--- src/rtl/iram_pkg.sv ---
// Shared types and elaboration helpers for the instruction-RAM loader.
// Optional checksum support is enabled with IRAM_CSUM_EN (see iram_loader).
package iram_pkg;

  typedef enum logic [1:0] {
    ST_RUN  = 2'd0,
    ST_LOAD = 2'd1,
    ST_HOLD = 2'd2
  } state_e;

  function automatic int calc_chunks(input int w, input int lw);
    return w / lw;
  endfunction

  // A one-chunk word still needs a 1-bit counter so the port stays legal.
  function automatic int calc_chunk_cnt_w(input int w, input int lw);
    int c;
    c = w / lw;
    return (c <= 1) ? 1 : $clog2(c);
  endfunction

  function automatic bit ratio_ok(input int w, input int lw);
    return (lw > 0) && (w >= lw) && ((w % lw) == 0);
  endfunction

endpackage

--- src/rtl/iram_dp.sv ---
// Simple dual-port instruction RAM: one synchronous write port and one
// registered read port that returns the old word on a same-address collision.
module iram_dp #(
  parameter int width       = 16,
  parameter int iaddr_width = 8
) (
  input  logic                   clk,
  input  logic                   reset_i,
  input  logic                   we_i,
  input  logic [iaddr_width-1:0] waddr_i,
  input  logic [width-1:0]       wdata_i,
  input  logic [iaddr_width-1:0] raddr_i,
  output logic [width-1:0]       rdata_o
);

  logic [width-1:0] mem_q [2**iaddr_width];
  logic [width-1:0] rdata_q;

  // NOTE: the array has no reset so it maps onto block RAM; contents survive reset.
  always_ff @(posedge clk) begin
    if (we_i) mem_q[waddr_i] <= wdata_i;
  end

  // NOTE: non-blocking assignments make a same-cycle read see the pre-write word.
  always_ff @(posedge clk) begin
    if (reset_i) rdata_q <= '0;
    else         rdata_q <= mem_q[raddr_i];
  end

  assign rdata_o = rdata_q;

endmodule

--- src/rtl/iram_loader.sv ---
// Instruction RAM with a streaming load engine and CPU hold control.
// Define IRAM_CSUM_EN to verify a per-load checksum and stay in HOLD on mismatch.
module iram_loader
  import iram_pkg::*;
#(
  parameter int width       = 16,
  parameter int iaddr_width = 8,
  parameter int ld_width    = 8,
  parameter bit boot_hold   = 1'b1
) (
  input  logic                   clk,
  input  logic                   reset,
  input  logic [iaddr_width-1:0] iaddr,
  output logic [width-1:0]       idata,
  output logic                   cpu_reset,
  input  logic                   ld_start,
  input  logic [iaddr_width-1:0] ld_base,
  input  logic [iaddr_width-1:0] ld_count,
  input  logic [width-1:0]       ld_csum,
  input  logic                   ld_valid,
  input  logic [ld_width-1:0]    ld_data,
  output logic                   ld_ready,
  output logic                   ld_busy,
  output logic                   ld_done,
  output logic                   ld_err
);

  if (!ratio_ok(width, ld_width)) begin : g_bad_ratio
    $error("iram_loader: width must be an integer multiple of ld_width");
  end

  localparam int             CHUNKS      = calc_chunks(width, ld_width);
  localparam int             CW          = calc_chunk_cnt_w(width, ld_width);
  localparam logic [CW-1:0]  LAST_CHUNK  = CW'(CHUNKS - 1);
  localparam logic [iaddr_width:0] ONE_WORD = (iaddr_width+1)'(1);
  localparam state_e         RESET_STATE = boot_hold ? ST_HOLD : ST_RUN;

  state_e                 state_q;
  logic [iaddr_width-1:0] addr_q;
  logic [iaddr_width:0]   remain_q;
  logic [CW-1:0]          chunk_q;
  logic                   cpu_reset_q;
  logic                   ld_ready_q;
  logic                   ld_busy_q;
  logic                   ld_done_q;
  logic [width-1:0]       word_d;
  logic                   chunk_fire;
  logic                   word_fire;
  logic                   csum_bad;

  // ld_ready_q is only ever high in LOAD, so it doubles as the state qualifier.
  assign chunk_fire = ld_valid & ld_ready_q;
  assign word_fire  = chunk_fire & (chunk_q == LAST_CHUNK);

  // Little-endian assembly: older chunks sit below the incoming one.
  if (CHUNKS == 1) begin : g_one_chunk
    assign word_d = ld_data;
  end else begin : g_multi_chunk
    logic [width-ld_width-1:0] asm_q;
    assign word_d = {ld_data, asm_q};
    always_ff @(posedge clk) begin
      if (reset)           asm_q <= '0;
      else if (chunk_fire) asm_q <= word_d[width-1:ld_width];
    end
  end

`ifdef IRAM_CSUM_EN
  logic [width-1:0] csum_q;
  logic [width-1:0] csum_exp_q;
  logic             ld_err_q;

  assign csum_bad = (csum_q != csum_exp_q);

  always_ff @(posedge clk) begin
    if (reset) begin
      csum_q     <= '0;
      csum_exp_q <= '0;
      ld_err_q   <= 1'b0;
    end else if (state_q != ST_LOAD) begin
      if (ld_start) begin
        csum_q     <= '0;
        csum_exp_q <= ld_csum;
        ld_err_q   <= 1'b0;
      end
    end else begin
      if (word_fire)                   csum_q   <= csum_q + word_d;
      if (remain_q == '0 && csum_bad)  ld_err_q <= 1'b1;
    end
  end

  assign ld_err = ld_err_q;
`else
  logic unused_csum;
  assign unused_csum = ^ld_csum;
  assign csum_bad    = 1'b0;
  assign ld_err      = 1'b0;
`endif

  always_ff @(posedge clk) begin
    if (reset) begin
      state_q     <= RESET_STATE;
      cpu_reset_q <= boot_hold;
      ld_ready_q  <= 1'b0;
      ld_busy_q   <= 1'b0;
      ld_done_q   <= 1'b0;
      addr_q      <= '0;
      remain_q    <= '0;
      chunk_q     <= '0;
    end else begin
      ld_done_q <= 1'b0;
      case (state_q)
        ST_RUN, ST_HOLD: begin
          if (ld_start) begin
            state_q     <= ST_LOAD;
            cpu_reset_q <= 1'b1;
            ld_ready_q  <= 1'b1;
            ld_busy_q   <= 1'b1;
            addr_q      <= ld_base;
            remain_q    <= {ld_count == '0, ld_count};
            chunk_q     <= '0;
          end
        end
        ST_LOAD: begin
          if (chunk_fire) chunk_q <= (chunk_q == LAST_CHUNK) ? '0 : chunk_q + 1'b1;
          if (word_fire) begin
            addr_q   <= addr_q + 1'b1;
            remain_q <= remain_q - 1'b1;
            if (remain_q == ONE_WORD) begin
              ld_ready_q <= 1'b0;
              ld_done_q  <= 1'b1;
            end
          end
          // The done cycle is spent in LOAD so the checksum verdict is final.
          if (remain_q == '0) begin
            state_q     <= csum_bad ? ST_HOLD : ST_RUN;
            cpu_reset_q <= csum_bad;
            ld_busy_q   <= 1'b0;
          end
        end
        default: state_q <= RESET_STATE;
      endcase
    end
  end

  iram_dp #(
    .width       (width),
    .iaddr_width (iaddr_width)
  ) u_ram (
    .clk     (clk),
    .reset_i (reset),
    .we_i    (word_fire),
    .waddr_i (addr_q),
    .wdata_i (word_d),
    .raddr_i (iaddr),
    .rdata_o (idata)
  );

  assign cpu_reset = cpu_reset_q;
  assign ld_ready  = ld_ready_q;
  assign ld_busy   = ld_busy_q;
  assign ld_done   = ld_done_q;

endmodule

--- config.mk ---
export PLATFORM = sky130hd
export DESIGN_NAME = iram_loader
export DESIGN_NICKNAME = d
export VERILOG_FILES = /design/src/rtl/iram_pkg.sv /design/src/rtl/iram_dp.sv /design/src/rtl/iram_loader.sv
export SDC_FILE = /design/constraint.sdc
export NUM_CORES = 2
export LEC_CHECK = 0
export CAP_MARGIN = 20
export CORE_UTILIZATION = 40
export DETAILED_ROUTE_END_ITERATION = 10
export SKIP_CTS_REPAIR_TIMING = 1
export SLEW_MARGIN = 0
export SYNTH_ARGS = -nofsm -noshare
export SYNTH_HDL_FRONTEND = slang
export SYNTH_SLANG_ARGS = --single-unit
--- constraint.sdc ---
create_clock -name clk -period 9.2 [get_ports clk]
set_clock_uncertainty 0.2 [all_clocks]
set_input_delay 2.76 -clock clk [delete_from_list [all_inputs] [get_ports clk]]
set_output_delay 2.76 -clock clk [all_outputs]
set_load 0.03 [all_outputs]
==> impl_results.md <==
- Outcome: finished clean
- Post-synth cell types: 65
- Hold path endpoint: state_q[1]$_SDFFE_PP1P_
- Non-filler cells, final: 13,554
- Reg2reg setup slack: 4.74 ns
- Die height: 635 µm
- Die area: 403,000 µm²
- Critical-path top delay cell: nor2_1
- RSZ-0062 raised after global routing: false
- CTS H-Tree Depth: 5
- Setup CP Type: in2reg
- Synth area leader: edfxtp_1
- EDFF count, synth: 4,096
- Power Total: 0.0393 W
- Clk slew on worst S/H paths: 0.06 ns
- Worst EP required: 9.64 ns
- Compound-Gate Fraction of Synth Area: 3.64%
- DRT Pass-1 Iters: 6
- Number of max-cap violations: 0
- Filler cells: 33,150
- HP Start: state_q[1]$_SDFFE_PP1P_
- GRT overflow: 0
- GRT Resource Usage Total: 20.7%
- Layout cells sized above 1: 23.2%
- Vias/cell: 5.88
- Leak: 60.0 nW
- Post-synth ARST share: 0%
- Hold crit path type: reg2reg
- Largest net degree at the start of global routing: 209
- GP Congestion: 0.848
- Post-Syn Instances: 7,504
- Worst vdd ir: 0.187 mV
- Post-synthesis mux area share: 14.9%
- Synth Area in XOR/XNOR: 0.00547%
- Setup TNS: 0 ns
- Cell area after technology mapping: 160,000 µm²
- Synth area leaders: edfxtp_1 (77%), mux4_2 (11%), mux2i_1 (3.2%), o221ai_1 (1.1%), nor2_1 (0.70%)
- Vias: 79,635
- Root buf cell: clkbuf_16
- Ports: 73
- Pwr Density: 217 nW/µm²
- Seq/Total Area, Yosys: 77.4%
- TritonCTS Buffers: 414
- First-pass GRT wire length: 596,000 µm
- Slew margin rel.: 12.5%
- RR Endpoint: u_ram.mem_q[181][6]$_DFFE_PP_
- Synth warn: 0
- Fin nets: 7,994
- Post-synth top area share: 76.8%
- Routed WL: 424,000 µm
- Remaining routing DRC violations: 0
- Adder-cell share of the synthesized area: 0.0547%
- Fin crit period: 6.36 ns
- Synth Area in Simple Gates: 2.04%
- Clock Tree Buf Depth: 4
- Mean area per synthesized cell: 21.3 µm²
- HPWL after DPL: 247,000 µm
- Primary FF master, synth: edfxtp_1
- CP max FO: 9
- Post-placement cell count: 12,771
- Area growth from synthesis to final layout: 13.3%
- Antenna violation net count after detailed routing: 0
- Critical Path Max Stage Delay: 0.84 ns
- Hold Fails Final Rpt: 0
- Startpoint class of the critical path: primary input
- Clock latency on the worst-skew pair: 0.97 ns
- Hold path cells: 1
- Seq cells post-synth: 4,144
- Tcrit/Tclk final: 69.1%
- Final setup fails: 0
- Final Slew Violations: 0
- DR WL/cell: 31.3 µm
- Die outline width: 635 µm
- Crit. End Element: flip-flop
- CTS tree: done
- CP arrival: 6.80 ns
- Vias in the first global route: 79,076
- Initial Util: 40.2%
- Initial detailed-routing violation count: 9,969
- CP cell instances: clkdlybuf4s50_1 > and2_1 > nand2_1 > nor2_1 > nand2_1 > buf_4 > nor2_1 > buf_4
- R2R cell count: 7
- Initial antenna violation count: 24
- FMAX: 0.157 GHz
- Core ar.: 399,000 µm²
- Syn nets: 7,563
- Core Rows: 232
- Combinational family with the most area after synthesis: multiplexers
- Reg-to-reg startpoint: ld_ready$_SDFFE_PP0P_
- TritonCTS Sinks: 4,144
- Worst hold slack: 0.282 ns
- IO Port Bufs: 55
- Core Util, Final: 45.5%
- Slew @ Worst Pin: 1.31 ns
cell families (layout without fill, tap and decap cells):
| logic type | count (synthesis) | in the layout |
|---|---|---|
| XOR/XNOR | 1 | 1 |
| adder cells (fa/ha/maj) | 7 | 7 |
| AO/OA/AOI/OAI | 834 | 834 |
| buffers and inverters | 454 | 1232 |
| AND/OR/NAND/NOR | 701 | 701 |
| multiplexers | 1362 | 1362 |
| other | 1 | 8 |
| flip-flops | 4144 | 4144 |
worst max path at each step:
| stage | start | to | slack (ns) |
|---|---|---|---|
| final | ld_valid | u_ram.mem_q[181][6]$_DFFE_PP_ | 2.84 |
| after CTS | ld_valid | u_ram.mem_q[181][6]$_DFFE_PP_ | 2.88 |
| after global placement | iaddr[5] | u_ram.rdata_o[15]$_SDFF_PP0_ | 1.60 |
| after detailed placement | ld_valid | u_ram.mem_q[181][7]$_DFFE_PP_ | 1.85 |
| after floorplan | ld_valid | u_ram.mem_q[144][0]$_DFFE_PP_ | 3.94 |
| after global routing | ld_valid | u_ram.mem_q[181][6]$_DFFE_PP_ | 2.80 |
Yosys cell counts (12+ instances only):
cell,n
mux4_2,817
buf_12,27
mux2i_1,504
o22ai_1,164
and2_1,37
nor2_1,298
dfxtp_1,48
nor3_1,89
clkbuf_1,195
o221ai_1,204
nor2b_1,26
a211oi_1,50
a31oi_1,14
mux2_2,40
and3_1,24
buf_6,64
buf_2,79
o21ai_0,68
nand2b_1,13
nand2_1,116
o21ai_1,18
a21oi_1,148
buf_8,17
nand3_1,25
buf_4,46
nand4_1,32
edfxtp_1,4096
a22oi_1,80
buf_1,19
o211ai_1,12
power breakdown:
part / switching [W] / leakage [nW] / internal [W] / total [W]
Sequential: 0.0000649 / 40.3 / 0.0207 / 0.0208
Combinational: 0.00116 / 13.1 / 0.000573 / 0.00173
Clock: 0.00717 / 6.57 / 0.00961 / 0.0168
Total: 0.00840 / 60.0 / 0.0309 / 0.0393
worst max-delay path, delay by kind of cell:
family | cells | cell delay, ns
buf+inv | 3 | 1.49
simple gates | 5 | 2.53
layout by cell type (no fill, tap or decap), types with 17 or more instances in the layout:
cell type / instances
edfxtp_1: 4096
mux4_2: 817
mux2i_1: 504
clkbuf_16: 418
buf_4: 369
nor2_1: 269
o221ai_1: 204
o22ai_1: 164
a21oi_1: 148
nand2_1: 116
clkinv_1: 104
nor3_1: 88
a22oi_1: 80
clkinv_2: 77
clkbuf_1: 73
o21ai_0: 68
a211oi_1: 50
bufinv_16: 43
mux2_2: 40
dfxtp_1: 40
clkdlybuf4s50_1: 40
and2_1: 36
nand4_1: 32
nor2_2: 28
buf_12: 26
nand3_1: 25
and3_1: 24
nor2b_1: 24
o21ai_1: 18
buf_8: 17
metrics by stage:
stage / instance area (µm²) / setup slack, ns
final: 181000 / 2.84
after global routing: 181000 / 2.80
after CTS: 181000 / 2.88
after detailed placement: 168000 / 1.85
after global placement: 168000 / 1.60
after floorplan: 160000 / 3.94
per-layer routing:
layer,routed length (µm),global-route usage (%),up-vias
met5,13,0,-
met4,11600,5.56,2
met3,33700,3.39,548
met2,203000,33.3,3604
met1,176000,29.4,42888
li1,-,-,32593
layout make-up:
| class | count | area, µm² | area share, % |
|---|---|---|---|
| multi-input cells | 2906 | 33200 | 18.3 |
| well taps | 5265 | 6590 | 3.63 |
| clock buffers | 498 | 10800 | 5.97 |
| diodes | 7 | 17.5 | 0.00965 |
| clock inverters | 265 | 2670 | 1.47 |
| repair buffers | 462 | 4120 | 2.27 |
| inverters | 7 | 33.8 | 0.0186 |
| flip-flops and latches | 4144 | 124000 | 68.3 |
flip-flops by register name (all words and copies together), names as in the netlist:
register	count
g_multi_chunk.asm_q	8
u_ram.mem_q	4096
remain_q	9
ld_ready	1
ld_done	1
ld_busy	1
state_q	2
addr_q	8
chunk_q	1
u_ram.rdata_o	16
cpu_reset	1
No activity file was read; power rests on OpenSTA's default activity.
